[config.mk]
export PLATFORM = sky130hd
export DESIGN_NAME = axi_read_only_ctrl_flat
export DESIGN_NICKNAME = d
export VERILOG_FILES = /design/src/rtl/axi_read_only_ctrl_if.sv /design/src/rtl/axi_read_only_ctrl.sv /design/src/flat_wrapper.sv
export SDC_FILE = /design/constraint.sdc
export NUM_CORES = 1
export LEC_CHECK = 0
export CAP_MARGIN = 20
export CORE_MARGIN = 10
export CORE_UTILIZATION = 40
export DETAILED_ROUTE_END_ITERATION = 10
export PLACE_DENSITY = 0.71
export SLEW_MARGIN = 30
export SYNTH_ARGS = -nofsm -noshare
export SYNTH_HDL_FRONTEND = slang
export SYNTH_SLANG_ARGS = --single-unit
[constraint.sdc]
create_clock -name clk -period 8 [get_ports clk]
set_clock_uncertainty 0.2 [all_clocks]
set_input_delay 1.2 -clock clk [delete_from_list [all_inputs] [get_ports clk]]
set_output_delay 1.2 -clock clk [all_outputs]
set_load 0.05 [all_outputs]
[src/rtl/axi_read_only_ctrl_if.sv]
// AXI4 read-channel and single-port memory signals of axi_read_only_ctrl.
// slave: the controller side; master: the AXI host, arbiter and memory side.
interface axi_read_only_ctrl_if #(
  parameter int AXI4_ADDRESS_WIDTH = 32,
  parameter int AXI4_RDATA_WIDTH   = 64,
  parameter int AXI4_ID_WIDTH      = 16,
  parameter int AXI4_USER_WIDTH    = 10,
  parameter int AXI_NUMBYTES       = AXI4_RDATA_WIDTH/8,
  parameter int MEM_ADDR_WIDTH     = 13
);
  logic [AXI4_ID_WIDTH-1:0]      ARID_i;
  logic [AXI4_ADDRESS_WIDTH-1:0] ARADDR_i;
  logic [7:0]                    ARLEN_i;
  logic [AXI4_USER_WIDTH-1:0]    ARUSER_i;
  logic                          ARVALID_i;
  logic                          ARREADY_o;

  logic [AXI4_ID_WIDTH-1:0]      RID_o;
  logic [AXI4_RDATA_WIDTH-1:0]   RDATA_o;
  logic [1:0]                    RRESP_o;
  logic                          RLAST_o;
  logic [AXI4_USER_WIDTH-1:0]    RUSER_o;
  logic                          RVALID_o;
  logic                          RREADY_i;

  logic                          MEM_CEN_o;
  logic                          MEM_WEN_o;
  logic [MEM_ADDR_WIDTH-1:0]     MEM_A_o;
  logic [AXI4_RDATA_WIDTH-1:0]   MEM_D_o;
  logic [AXI_NUMBYTES-1:0]       MEM_BE_o;
  logic [AXI4_RDATA_WIDTH-1:0]   MEM_Q_i;
  logic                          grant_i;
  logic                          valid_o;

  modport slave (
    input  ARID_i, ARADDR_i, ARLEN_i, ARUSER_i, ARVALID_i, RREADY_i, MEM_Q_i, grant_i,
    output ARREADY_o, RID_o, RDATA_o, RRESP_o, RLAST_o, RUSER_o, RVALID_o,
    output MEM_CEN_o, MEM_WEN_o, MEM_A_o, MEM_D_o, MEM_BE_o, valid_o
  );

  modport master (
    output ARID_i, ARADDR_i, ARLEN_i, ARUSER_i, ARVALID_i, RREADY_i, MEM_Q_i, grant_i,
    input  ARREADY_o, RID_o, RDATA_o, RRESP_o, RLAST_o, RUSER_o, RVALID_o,
    input  MEM_CEN_o, MEM_WEN_o, MEM_A_o, MEM_D_o, MEM_BE_o, valid_o
  );
endinterface

[src/rtl/axi_read_only_ctrl.sv]
// AXI4 read slave: one INCR full-width burst at a time mapped onto single-port
// memory reads, with a 2-entry R buffer absorbing RREADY back-pressure.
module axi_read_only_ctrl #(
  parameter int AXI4_ADDRESS_WIDTH = 32,
  parameter int AXI4_RDATA_WIDTH   = 64,
  parameter int AXI4_ID_WIDTH      = 16,
  parameter int AXI4_USER_WIDTH    = 10,
  parameter int AXI_NUMBYTES       = AXI4_RDATA_WIDTH/8,
  parameter int MEM_ADDR_WIDTH     = 13
) (
  input logic                 clk,
  input logic                 rst,
  axi_read_only_ctrl_if.slave bus
);
  localparam int OFFSET_BIT = $clog2(AXI4_RDATA_WIDTH) - 3;

  typedef enum logic [1:0] {IDLE, ISSUE, DRAIN} state_t;
  state_t state, state_nxt;

  logic [AXI4_ID_WIDTH-1:0]    arid_reg;
  logic [AXI4_USER_WIDTH-1:0]  aruser_reg;
  logic [MEM_ADDR_WIDTH-1:0]   araddr_reg;
  logic [7:0]                  arlen_reg;
  logic [8:0]                  req_cnt;
  logic [8:0]                  rsp_cnt;

  logic [AXI4_RDATA_WIDTH-1:0] fifo_mem [2];
  logic                        wr_ptr;
  logic                        rd_ptr;
  logic [1:0]                  fifo_count;
  logic                        inflight;

  logic ar_hs, req_hs, r_hs, rvalid, rlast, room, req_last;
  logic arready, mem_valid;
  logic [2:0] occupancy;
  logic unused_araddr;

  // Low offset bits and bits above the memory range play no part in addressing.
  assign unused_araddr = ^{bus.ARADDR_i[AXI4_ADDRESS_WIDTH-1:MEM_ADDR_WIDTH+OFFSET_BIT],
                           bus.ARADDR_i[OFFSET_BIT-1:0]};

  assign rvalid   = (fifo_count != 2'd0);
  assign rlast    = rvalid & (rsp_cnt == {1'b0, arlen_reg});
  assign ar_hs    = arready & bus.ARVALID_i;
  assign r_hs     = rvalid & bus.RREADY_i;
  assign req_hs   = mem_valid & bus.grant_i;
  assign req_last = (req_cnt == {1'b0, arlen_reg});

  // Slots already committed (buffered + arriving next edge) minus the one leaving now.
  assign occupancy = {1'b0, fifo_count} + {2'b00, inflight} - {2'b00, r_hs};
  assign room      = (occupancy < 3'd2);

  always_ff @(posedge clk or posedge rst) begin
    if (rst) state <= IDLE;
    else     state <= state_nxt;
  end

  always_comb begin
    state_nxt = state;
    case (state)
      IDLE:    if (bus.ARVALID_i)       state_nxt = ISSUE;
      ISSUE:   if (req_hs && req_last)  state_nxt = DRAIN;
      DRAIN:   if (r_hs && rlast)       state_nxt = IDLE;
      default:                          state_nxt = IDLE;
    endcase
  end

  always_comb begin
    arready   = 1'b0;
    mem_valid = 1'b0;
    case (state)
      IDLE:    arready   = 1'b1;
      ISSUE:   mem_valid = room;
      default: ;
    endcase
  end

  always_ff @(posedge clk or posedge rst) begin
    if (rst) begin
      arid_reg    <= '0;
      aruser_reg  <= '0;
      araddr_reg  <= '0;
      arlen_reg   <= '0;
      req_cnt     <= '0;
      rsp_cnt     <= '0;
      inflight    <= 1'b0;
      fifo_mem[0] <= '0;
      fifo_mem[1] <= '0;
      wr_ptr      <= 1'b0;
      rd_ptr      <= 1'b0;
      fifo_count  <= '0;
    end else begin
      if (ar_hs) begin
        arid_reg   <= bus.ARID_i;
        aruser_reg <= bus.ARUSER_i;
        araddr_reg <= bus.ARADDR_i[MEM_ADDR_WIDTH+OFFSET_BIT-1:OFFSET_BIT];
        arlen_reg  <= bus.ARLEN_i;
        req_cnt    <= '0;
        rsp_cnt    <= '0;
      end else begin
        if (req_hs) req_cnt <= req_cnt + 9'd1;
        if (r_hs)   rsp_cnt <= rsp_cnt + 9'd1;
      end

      inflight <= req_hs;

      if (inflight) begin
        fifo_mem[wr_ptr] <= bus.MEM_Q_i;
        wr_ptr           <= ~wr_ptr;
      end
      if (r_hs) rd_ptr <= ~rd_ptr;

      case ({inflight, r_hs})
        2'b10:   fifo_count <= fifo_count + 2'd1;
        2'b01:   fifo_count <= fifo_count - 2'd1;
        default: ;
      endcase
    end
  end

  assign bus.ARREADY_o = arready;
  assign bus.valid_o   = mem_valid;
  assign bus.MEM_CEN_o = ~req_hs;
  assign bus.MEM_WEN_o = 1'b1;
  assign bus.MEM_A_o   = araddr_reg + MEM_ADDR_WIDTH'(req_cnt);
  assign bus.MEM_D_o   = '0;
  assign bus.MEM_BE_o  = {AXI_NUMBYTES{1'b1}};

  assign bus.RVALID_o = rvalid;
  assign bus.RLAST_o  = rlast;
  assign bus.RDATA_o  = fifo_mem[rd_ptr];
  assign bus.RID_o    = arid_reg;
  assign bus.RUSER_o  = aruser_reg;
  assign bus.RRESP_o  = 2'b00;
endmodule
[src/flat_wrapper.sv]
// flat-port wrapper written by rule: the top's interface ports become plain ports
module axi_read_only_ctrl_flat 
#(
  parameter int AXI4_ADDRESS_WIDTH = 32,
  parameter int AXI4_RDATA_WIDTH   = 64,
  parameter int AXI4_ID_WIDTH      = 16,
  parameter int AXI4_USER_WIDTH    = 10,
  parameter int AXI_NUMBYTES       = AXI4_RDATA_WIDTH/8,
  parameter int MEM_ADDR_WIDTH     = 13
)
  (clk, rst, bus_ARID_i, bus_ARADDR_i, bus_ARLEN_i, bus_ARUSER_i, bus_ARVALID_i, bus_RREADY_i, bus_MEM_Q_i, bus_grant_i, bus_ARREADY_o, bus_RID_o, bus_RDATA_o, bus_RRESP_o, bus_RLAST_o, bus_RUSER_o, bus_RVALID_o, bus_MEM_CEN_o, bus_MEM_WEN_o, bus_MEM_A_o, bus_MEM_D_o, bus_MEM_BE_o, bus_valid_o);
  axi_read_only_ctrl_if #(.AXI4_ADDRESS_WIDTH(AXI4_ADDRESS_WIDTH), .AXI4_RDATA_WIDTH(AXI4_RDATA_WIDTH), .AXI4_ID_WIDTH(AXI4_ID_WIDTH), .AXI4_USER_WIDTH(AXI4_USER_WIDTH), .AXI_NUMBYTES(AXI_NUMBYTES), .MEM_ADDR_WIDTH(MEM_ADDR_WIDTH)) bus_i ();
  input logic clk;
  input logic rst;
  input wire logic [$bits(bus_i.ARID_i)-1:0] bus_ARID_i;
  input wire logic [$bits(bus_i.ARADDR_i)-1:0] bus_ARADDR_i;
  input wire logic [$bits(bus_i.ARLEN_i)-1:0] bus_ARLEN_i;
  input wire logic [$bits(bus_i.ARUSER_i)-1:0] bus_ARUSER_i;
  input wire logic [$bits(bus_i.ARVALID_i)-1:0] bus_ARVALID_i;
  input wire logic [$bits(bus_i.RREADY_i)-1:0] bus_RREADY_i;
  input wire logic [$bits(bus_i.MEM_Q_i)-1:0] bus_MEM_Q_i;
  input wire logic [$bits(bus_i.grant_i)-1:0] bus_grant_i;
  output wire logic [$bits(bus_i.ARREADY_o)-1:0] bus_ARREADY_o;
  output wire logic [$bits(bus_i.RID_o)-1:0] bus_RID_o;
  output wire logic [$bits(bus_i.RDATA_o)-1:0] bus_RDATA_o;
  output wire logic [$bits(bus_i.RRESP_o)-1:0] bus_RRESP_o;
  output wire logic [$bits(bus_i.RLAST_o)-1:0] bus_RLAST_o;
  output wire logic [$bits(bus_i.RUSER_o)-1:0] bus_RUSER_o;
  output wire logic [$bits(bus_i.RVALID_o)-1:0] bus_RVALID_o;
  output wire logic [$bits(bus_i.MEM_CEN_o)-1:0] bus_MEM_CEN_o;
  output wire logic [$bits(bus_i.MEM_WEN_o)-1:0] bus_MEM_WEN_o;
  output wire logic [$bits(bus_i.MEM_A_o)-1:0] bus_MEM_A_o;
  output wire logic [$bits(bus_i.MEM_D_o)-1:0] bus_MEM_D_o;
  output wire logic [$bits(bus_i.MEM_BE_o)-1:0] bus_MEM_BE_o;
  output wire logic [$bits(bus_i.valid_o)-1:0] bus_valid_o;
  assign bus_i.ARID_i = bus_ARID_i;
  assign bus_i.ARADDR_i = bus_ARADDR_i;
  assign bus_i.ARLEN_i = bus_ARLEN_i;
  assign bus_i.ARUSER_i = bus_ARUSER_i;
  assign bus_i.ARVALID_i = bus_ARVALID_i;
  assign bus_i.RREADY_i = bus_RREADY_i;
  assign bus_i.MEM_Q_i = bus_MEM_Q_i;
  assign bus_i.grant_i = bus_grant_i;
  assign bus_ARREADY_o = bus_i.ARREADY_o;
  assign bus_RID_o = bus_i.RID_o;
  assign bus_RDATA_o = bus_i.RDATA_o;
  assign bus_RRESP_o = bus_i.RRESP_o;
  assign bus_RLAST_o = bus_i.RLAST_o;
  assign bus_RUSER_o = bus_i.RUSER_o;
  assign bus_RVALID_o = bus_i.RVALID_o;
  assign bus_MEM_CEN_o = bus_i.MEM_CEN_o;
  assign bus_MEM_WEN_o = bus_i.MEM_WEN_o;
  assign bus_MEM_A_o = bus_i.MEM_A_o;
  assign bus_MEM_D_o = bus_i.MEM_D_o;
  assign bus_MEM_BE_o = bus_i.MEM_BE_o;
  assign bus_valid_o = bus_i.valid_o;
  axi_read_only_ctrl #(.AXI4_ADDRESS_WIDTH(AXI4_ADDRESS_WIDTH), .AXI4_RDATA_WIDTH(AXI4_RDATA_WIDTH), .AXI4_ID_WIDTH(AXI4_ID_WIDTH), .AXI4_USER_WIDTH(AXI4_USER_WIDTH), .AXI_NUMBYTES(AXI_NUMBYTES), .MEM_ADDR_WIDTH(MEM_ADDR_WIDTH)) u_core (.clk(clk), .rst(rst), .bus(bus_i));
endmodule
Word-level counts from Yosys, hierarchy flattened
Index checks and enable logic that the tools add are counted.
- register bits: 200
- input bits: 135
- output and inout port bits: 183
- word-level logic and storage cells: 68
- $add $sub $neg: 7
- magnitude comparators: 4
- equal/unequal tests: 9
- mux-type cells: 17
- bitwise logic cells: 9
- reductions and logical operators: 9
- operators by type and width (operator ; count):
    2-to-1 mux 64 bit ; 4
    bitwise mux 128 bit ; 1
    demux 64 bit (select 1 bit) ; 1
    2-to-1 mux 9 bit ; 4
    adder 9 x 1 -> 9 bit (second input constant) ; 2
    == test 9 x 8 -> 1 bit ; 2
    adder 13 x 9 -> 13 bit ; 1
    nonzero test 2 bit ; 4
    2-to-1 mux 2 bit ; 3
    one-hot mux 2 bit (3 select lines) ; 1
    AND 1 bit ; 4
    == test 2 x 1 -> 1 bit (second input constant) ; 2
    == test 2 bit (second input constant) ; 2
    greater-or-equal comparator 2 bit (second input constant) ; 2
    inequality test 2 x 1 -> 1 bit (second input constant) ; 2
    inverter 1 -> 2 bit ; 2
    one-hot mux 2 bit (2 select lines) ; 1
    adder 2 x 1 -> 3 bit ; 1
    logical AND 1 bit ; 3
    < comparator 3 x 2 -> 1 bit (second input constant) ; 1
    inverter 1 bit ; 3
    AND reduction 3 bit ; 1
    subtractor 3 x 1 -> 3 bit ; 1
    adder 2 x 1 -> 2 bit (second input constant) ; 1
    5 further kinds ; 6

Longest topological paths before layout
Gate-level depths: netlist of the first run.
- depth after elaboration: 9
- gate-level depth with buffers: 10
- mapped depth without buffers: 10

Least setup slack after synthesis of the first run
Ideal clock, no wire load.
- path kind: input -> output
- from: input port bus_RREADY_i
- to: output port bus_valid_o
- data arrival time: 2.667 ns
- data required time: 6.600 ns
- path slack: 3.933 ns
- stages: 6
- buffers on the path: 0
- cell sequence: nand2b_1 -> nor2_1 -> o21ai_0 -> fa_1 -> xnor2_2 -> and3_1
- longest elaborated chain between the ends: 4
- RTL lines (item ; RTL line ; text):
    from (decl) ; flat_wrapper.sv:20 ; input wire logic [$bits(bus_i.RREADY_i)-1:0] bus_RREADY_i;
    AND 1 bit ; axi_read_only_ctrl.sv:45 ; assign r_hs = rvalid & bus.RREADY_i;
    subtractor 3 x 1 -> 3 bit ; axi_read_only_ctrl.sv:50 ; assign occupancy = {1'b0, fifo_count} + {2'b00, inflight} - {2'b00, r_hs};
    < comparator 3 x 2 -> 1 bit ; axi_read_only_ctrl.sv:51 ; assign room = (occupancy < 3'd2);
    2-to-1 mux 1 bit ; axi_read_only_ctrl.sv:71 ; case (state)
    to (decl) ; flat_wrapper.sv:35 ; output wire logic [$bits(bus_i.valid_o)-1:0] bus_valid_o;
Every way passes these cells.

Worst setup path in the final report of the first run
Same ends and word-level chain as after synthesis.

==> flow_summary.yaml, run 1 <==
min_path:
  whs_path_depth: 1
  hp-class: "reg2reg"
drt:
  post_drt_wl_per_cell_um: 17.6
  viasPerCell: 4.75
  drtPass1Iterations: 4
  routed_wl_mm: 22.4
  initialDrtViolationCount: 307
  drtAntennaViolNets: 0
  via_count: 6042
  drcViolationCount: 0
die:
  die_h_um: 176
  initial_core_util_pct: 40.9
  core_area_um2: 23700
  die_w_um: 176
  dieArea_um2: 30800
  io_pins: 318
  fp-row-count: 56
finish:
  diodes: 0
  final_cell_mix: "mux2_2 (238), clkdlybuf4s50_1 (223), dfrtp_1 (199)"
  drive_above_1_share_pct: 29.9
  post-route-util_pct: 53.0
  area_delta_synth_final_pct: 29.5
  finalNonFillerCells: 1273
  layout_commonest_cell: "mux2_2"
  nNetsFinal: 1090
  largest_reg_flops: 128
worst_setup_path:
  cp-start-kind: "primary input"
  cp_max_fo: 3
  cp.required_ps: 6600
  critical_path_class: "in2out"
  crit_path_end_kind: "primary output"
  ff2ff_setup_slack_ps: 5380
  crit_path_max_incr_delay_ps: 820
  crit_start: "bus_RREADY_i"
  crit_path_cell_trace: "clkdlybuf4s50_1, nand2b_1, nor2_1, o21ai_0, fa_1, xnor2_2, and3_1, clkdlybuf4s50_1"
  worstPathArrival_ps: 3820
  r2r_end: "u_core.req_cnt[8]"
  r2r-start: "u_core.fifo_count[1]"
  path_common_cell: "clkdlybuf4s50_1"
  endpoint: "bus_valid_o"
  slowest_stage: "clkdlybuf4s50_1"
  r2r_cells: 9
timing:
  post-route-min-period_ps: 5220
  finalSetupViolations: 0
  final.setup.worst_slack_ps: 2780
  setup_tns_ps: 0
  fin_crit_sh_pct: 65.2
  grt_setup_unrepaired: "false"
  tightest_slew_ps: 956
  relSlewSlack_pct: 36.3
  drv_slew: 0
  hold_viol: 0
  fmax_mhz: 192
global_route:
  overflow: 0
  grt_max_degree: 140
  antenna_found_initial: 1
  track_usage_pct: 14.2
  grt_pass1_vias: 6554
  grt_pass1_wl_mm: 35.7
synthesis:
  ys_ff_latch: 200
  async_reset_ff_share_pct: 100
  synth_top_area_share_pct: 51.7
  synth_cell_type_count: 43
  synth.yosys.seq_area_share_pct: 51.7
  syn_avg_cell_area_um2: 13.3
  synth_area_um2: 9690
  synth_edf_count: 0
  netlist_instances: 730
  ys_top_cells_by_area: "dfrtp_1 (52%), mux2_2 (28%), buf_4 (6.1%)"
  yosysTopAreaCell: "dfrtp_1"
  yosysWarnings: 0
  synthFlopType: "dfrtp_1"
clock_network:
  hold_buffers: 0
  postCtsSetupBuffers: 0
  insertion_delay_ps: 430
  clock-root-buffer: "clkbuf_16"
  htree_levels: 4
  cts_resized: 0
  cts_tree: "built"
  cts_sinks: 200
  clk_pin_slew_ps: 80
  cts_buffers: 17
  cts.path.max_buffers: 2
place:
  dp_hpwl_mm: 15.8
  port_buffers: 223
  pre_cts_ws_ps: 2750
  place_congestion: 0.780
  dp.cells: 1242
job:
  max_cap_violations: 0
outcome:
  status: "finished, final reports clean"
## layer usage
layer	vias to the layer above	GRT usage, %	part of all wire [%]
li1	2820	-	-
met1	3016	16.7	42
met2	187	23.0	47
met3	17	6.84	9.9
met4	2	3.43	1.0
met5	-	0	0.058
## per-stage QoR
| stage | hold WS, ps | area (µm²) |
|---|---|---|
| floorplan | 242 | 9960 |
| global placement | 262 | 11900 |
| detailed placement | 265 | 11900 |
| CTS | 276 | 12500 |
| global route | 302 | 12500 |
| finish | 275 | 12500 |
## cell type report
class,instances,area [µm²]
Clock buffer,17,425
Clock inverter,14,203
Fill cell,2098,11100
Inverter,11,53.8
Multi-Input combinational cell,484,4190
Sequential cell,200,5010
Tap cell,319,399
Timing Repair Buffer,228,2270
## logic make-up after synthesis
kind of cell    Yosys count  share of synthesized area (%)
compound gates           34                           2.31
xor+xnor                 44                           4.06
fa+ha+maj                13                           1.83
buf+inv                 119                           8.03
flops                   200                           51.7
mux                     240                           27.9
other cells               2                         0.0775
simple gates             78                           4.15
## cells in the mapped netlist (4+ instances only)
master and n:
buf_4 79, mux2_2 238, ha_1 11, a21oi_1 12
xor2_1 16, dfrtp_1 200, nand2_1 12, nand3_1 7
clkbuf_1 6, nor3_1 5, o21ai_0 6, and3_1 4
a21o_1 5, xnor2_1 27, buf_2 22, inv_1 10
nand4_1 11, nor2_1 25
## worst max-delay path: cells and delay by family
kind | cells | cell delay, ps
and+or+nand+nor | 3 | 510
adders and majority gates | 1 | 430
AOI/OAI and AO/OA | 1 | 150
buffers and inverters | 2 | 1320
xor gates and xnor gates | 1 | 200
## worst min-delay path by stage
stage | from | endpoint
final | u_core.state[1] | u_core.state[0]
after floorplan | u_core.state[1] | u_core.state[0]
after detailed placement | u_core.state[1] | u_core.state[0]
after CTS | u_core.state[1] | u_core.state[0]
after global placement | u_core.state[1] | u_core.state[0]
after global routing | u_core.state[1] | u_core.state[0]
Power of run 1 is not shown: default switching activity piles up to over one toggle a cycle in this logic, so the estimate is an artifact.
==> run 2, diff against run 1 <==
- PLACE_DENSITY: 0.71 -> 0.74
- clock period: 8 -> 4.5 ns (I/O delays scaled with it)
==> run 2 against run 1 <==
  * First-iteration DRC count decreased by 8.8%
  * Via count up 0.51%
  * Final area increased by 1.0%
  * Final cell count grew 0.79%
  * Register-to-register slack lost 3600 ps
  * Routed wire length fell by 0.18%
  * Die area is the same
  * Setup slack got worse by 2500 ps
  * Utilization rose by 0.54 points
  * Critical path depth rose by 1
  * Count of clock-buffer cells in the layout up 1
  * Flip-flop and latch count unchanged
==> flow_summary.yaml, run 2 (same netlist as run 1, synthesis figures left out) <==
worst_setup_path:
  crit_path_end_kind: "primary output"
  crit_path_max_incr_delay_ps: 820
  cp_max_fo: 5
  critical_path_class: "reg2out"
  slowest_stage: "clkdlybuf4s50_1"
  cp-start-kind: "flip-flop"
  worstPathArrival_ps: 3320
  crit_path_cell_trace: "ha_1, inv_1, fa_1, nand2b_1, a21oi_1, o311a_1, o2111ai_2, xnor2_1, clkdlybuf4s50_1"
  cp.required_ps: 3620
place:
  dp.cells: 1249
  place_congestion: 0.807
  dp_hpwl_mm: 16.1
  pre_cts_ws_ps: 763
  port_buffers: 223
finish:
  layout_commonest_cell: "mux2_2"
  fillers: 2044
  seqCellArea_um2: 5010
  drive_above_1_share_pct: 30.7
  finalNonFillerCells: 1283
  multi_input_area_um2: 4200
  final_cell_mix: "mux2_2 (238), clkdlybuf4s50_1 (221), dfrtp_1 (199)"
  largest_reg_flops: 128
  area_delta_synth_final_pct: 30.8
  nNetsFinal: 1097
die:
  die_w_um: 176
  io_pins: 318
  die_h_um: 176
  fp-row-count: 56
  initial_core_util_pct: 40.9
  core_area_um2: 23700
  dieArea_um2: 30800
clock_network:
  cts_tree: "built"
  clock-root-buffer: "clkbuf_16"
  insertion_delay_ps: 430
  postCtsSetupBuffers: 0
  clk_pin_slew_ps: 80
  cts_buffers: 17
  cts_resized: 0
  cts.path.max_buffers: 2
  cts_sinks: 200
  hold_buffers: 0
  htree_levels: 4
drt:
  drtPass1Iterations: 4
  met3_wirelength_mm: 2.09
  viasPerCell: 4.73
  post_drt_wl_per_cell_um: 17.4
  initialDrtViolationCount: 280
  met1Wirelength_mm: 9.32
  drtAntennaViolNets: 0
  top_layer_used: "met5"
  drcViolationCount: 0
  routed_wl_mm: 22.3
  via_count: 6073
  dr_wl_met2_mm: 10.7
timing:
  post-route-min-period_ps: 4190
  tightest_slew_ps: 960
  drv_slew: 0
  fin_crit_sh_pct: 93.1
  final.setup.worst_slack_ps: 310
  finalSetupViolations: 0
  relSlewSlack_pct: 36.0
  whs_ps: 284
  fmax_mhz: 239
  grt_setup_unrepaired: "false"
  setup_tns_ps: 0
  hold_viol: 0
global_route:
  grt_max_degree: 65
  track_usage_pct: 14.2
  grt_pass1_vias: 6642
  antenna_found_initial: 3
  grt_pass1_wl_mm: 35.6
  overflow: 0
job:
  max_cap_violations: 0
outcome:
  status: "finished, final reports clean"
min_path:
  hp-class: "reg2reg"
## run 2: cell types whose count changed in the layout (fill, tap and decap cells not counted), moves of 2 or more
cell             delta
clkdlybuf4s50_1     -2
diode_2             +2
bufinv_16           -2
buf_12              +6
buf_4               +3
inv_12              +2
inv_8               -2
## run 2: cell type report
class	count	share of cell area [%]
antenna	2	0.0395
clock buffer	18	3.46
clock inverter	14	1.46
inverter	11	0.355
multi-input combinational	484	33.2
sequential	200	39.5
tap	319	3.15
timing repair buffer	235	18.9
## run 2: stage by stage
step                area [µm²]  utilization, %
floorplan                 9960               -
global placement         12000            50.7
detailed placement       12000            50.8
CTS                      12700            53.5
global route             12700            53.5
finish                   12700            53.5
## run 2: worst max-delay path: cells and delay by family (launching register included)
kind / cells / cell delay, ps
AOI/OAI and AO/OA: 3 / 620
buffers and inverters: 2 / 870
xor gates and xnor gates: 1 / 150
adders and majority gates: 2 / 600
and+or+nand+nor: 1 / 190
DFF: 1 / 460
## run 2: metal layers
layer | vias to the layer above | GRT usage [%]
met5 | - | 0
met4 | 2 | 3.18
met3 | 15 | 6.76
met2 | 200 | 23.4
met1 | 3025 | 16.4
li1 | 2831 | -
## run 2: worst paths after layout
path,start,endpoint,slack (ps),cells past startpoint
worst max-delay path,u_core.req_cnt[0],bus_MEM_A_o[12],310,9
worst min-delay path,u_core.state[1],u_core.state[0],280,1
worst max register to register,u_core.fifo_count[1],u_core.req_cnt[4],1800,10
worst min register to register,u_core.state[1],u_core.state[0],280,1
max in group asynchronous,rst,u_core.fifo_mem[76],2930,4
min in group asynchronous,rst,u_core.fifo_mem[112],420,2
Power of run 2 is left out for the same reason.
==> run 3, diff against run 2 <==
- SETUP_SLACK_MARGIN: not set -> 0.02
==> results of run 3 <==
The final DEF is identical to that of run 2; final timing and power are the same.
Power of run 3 is left out for the same reason.
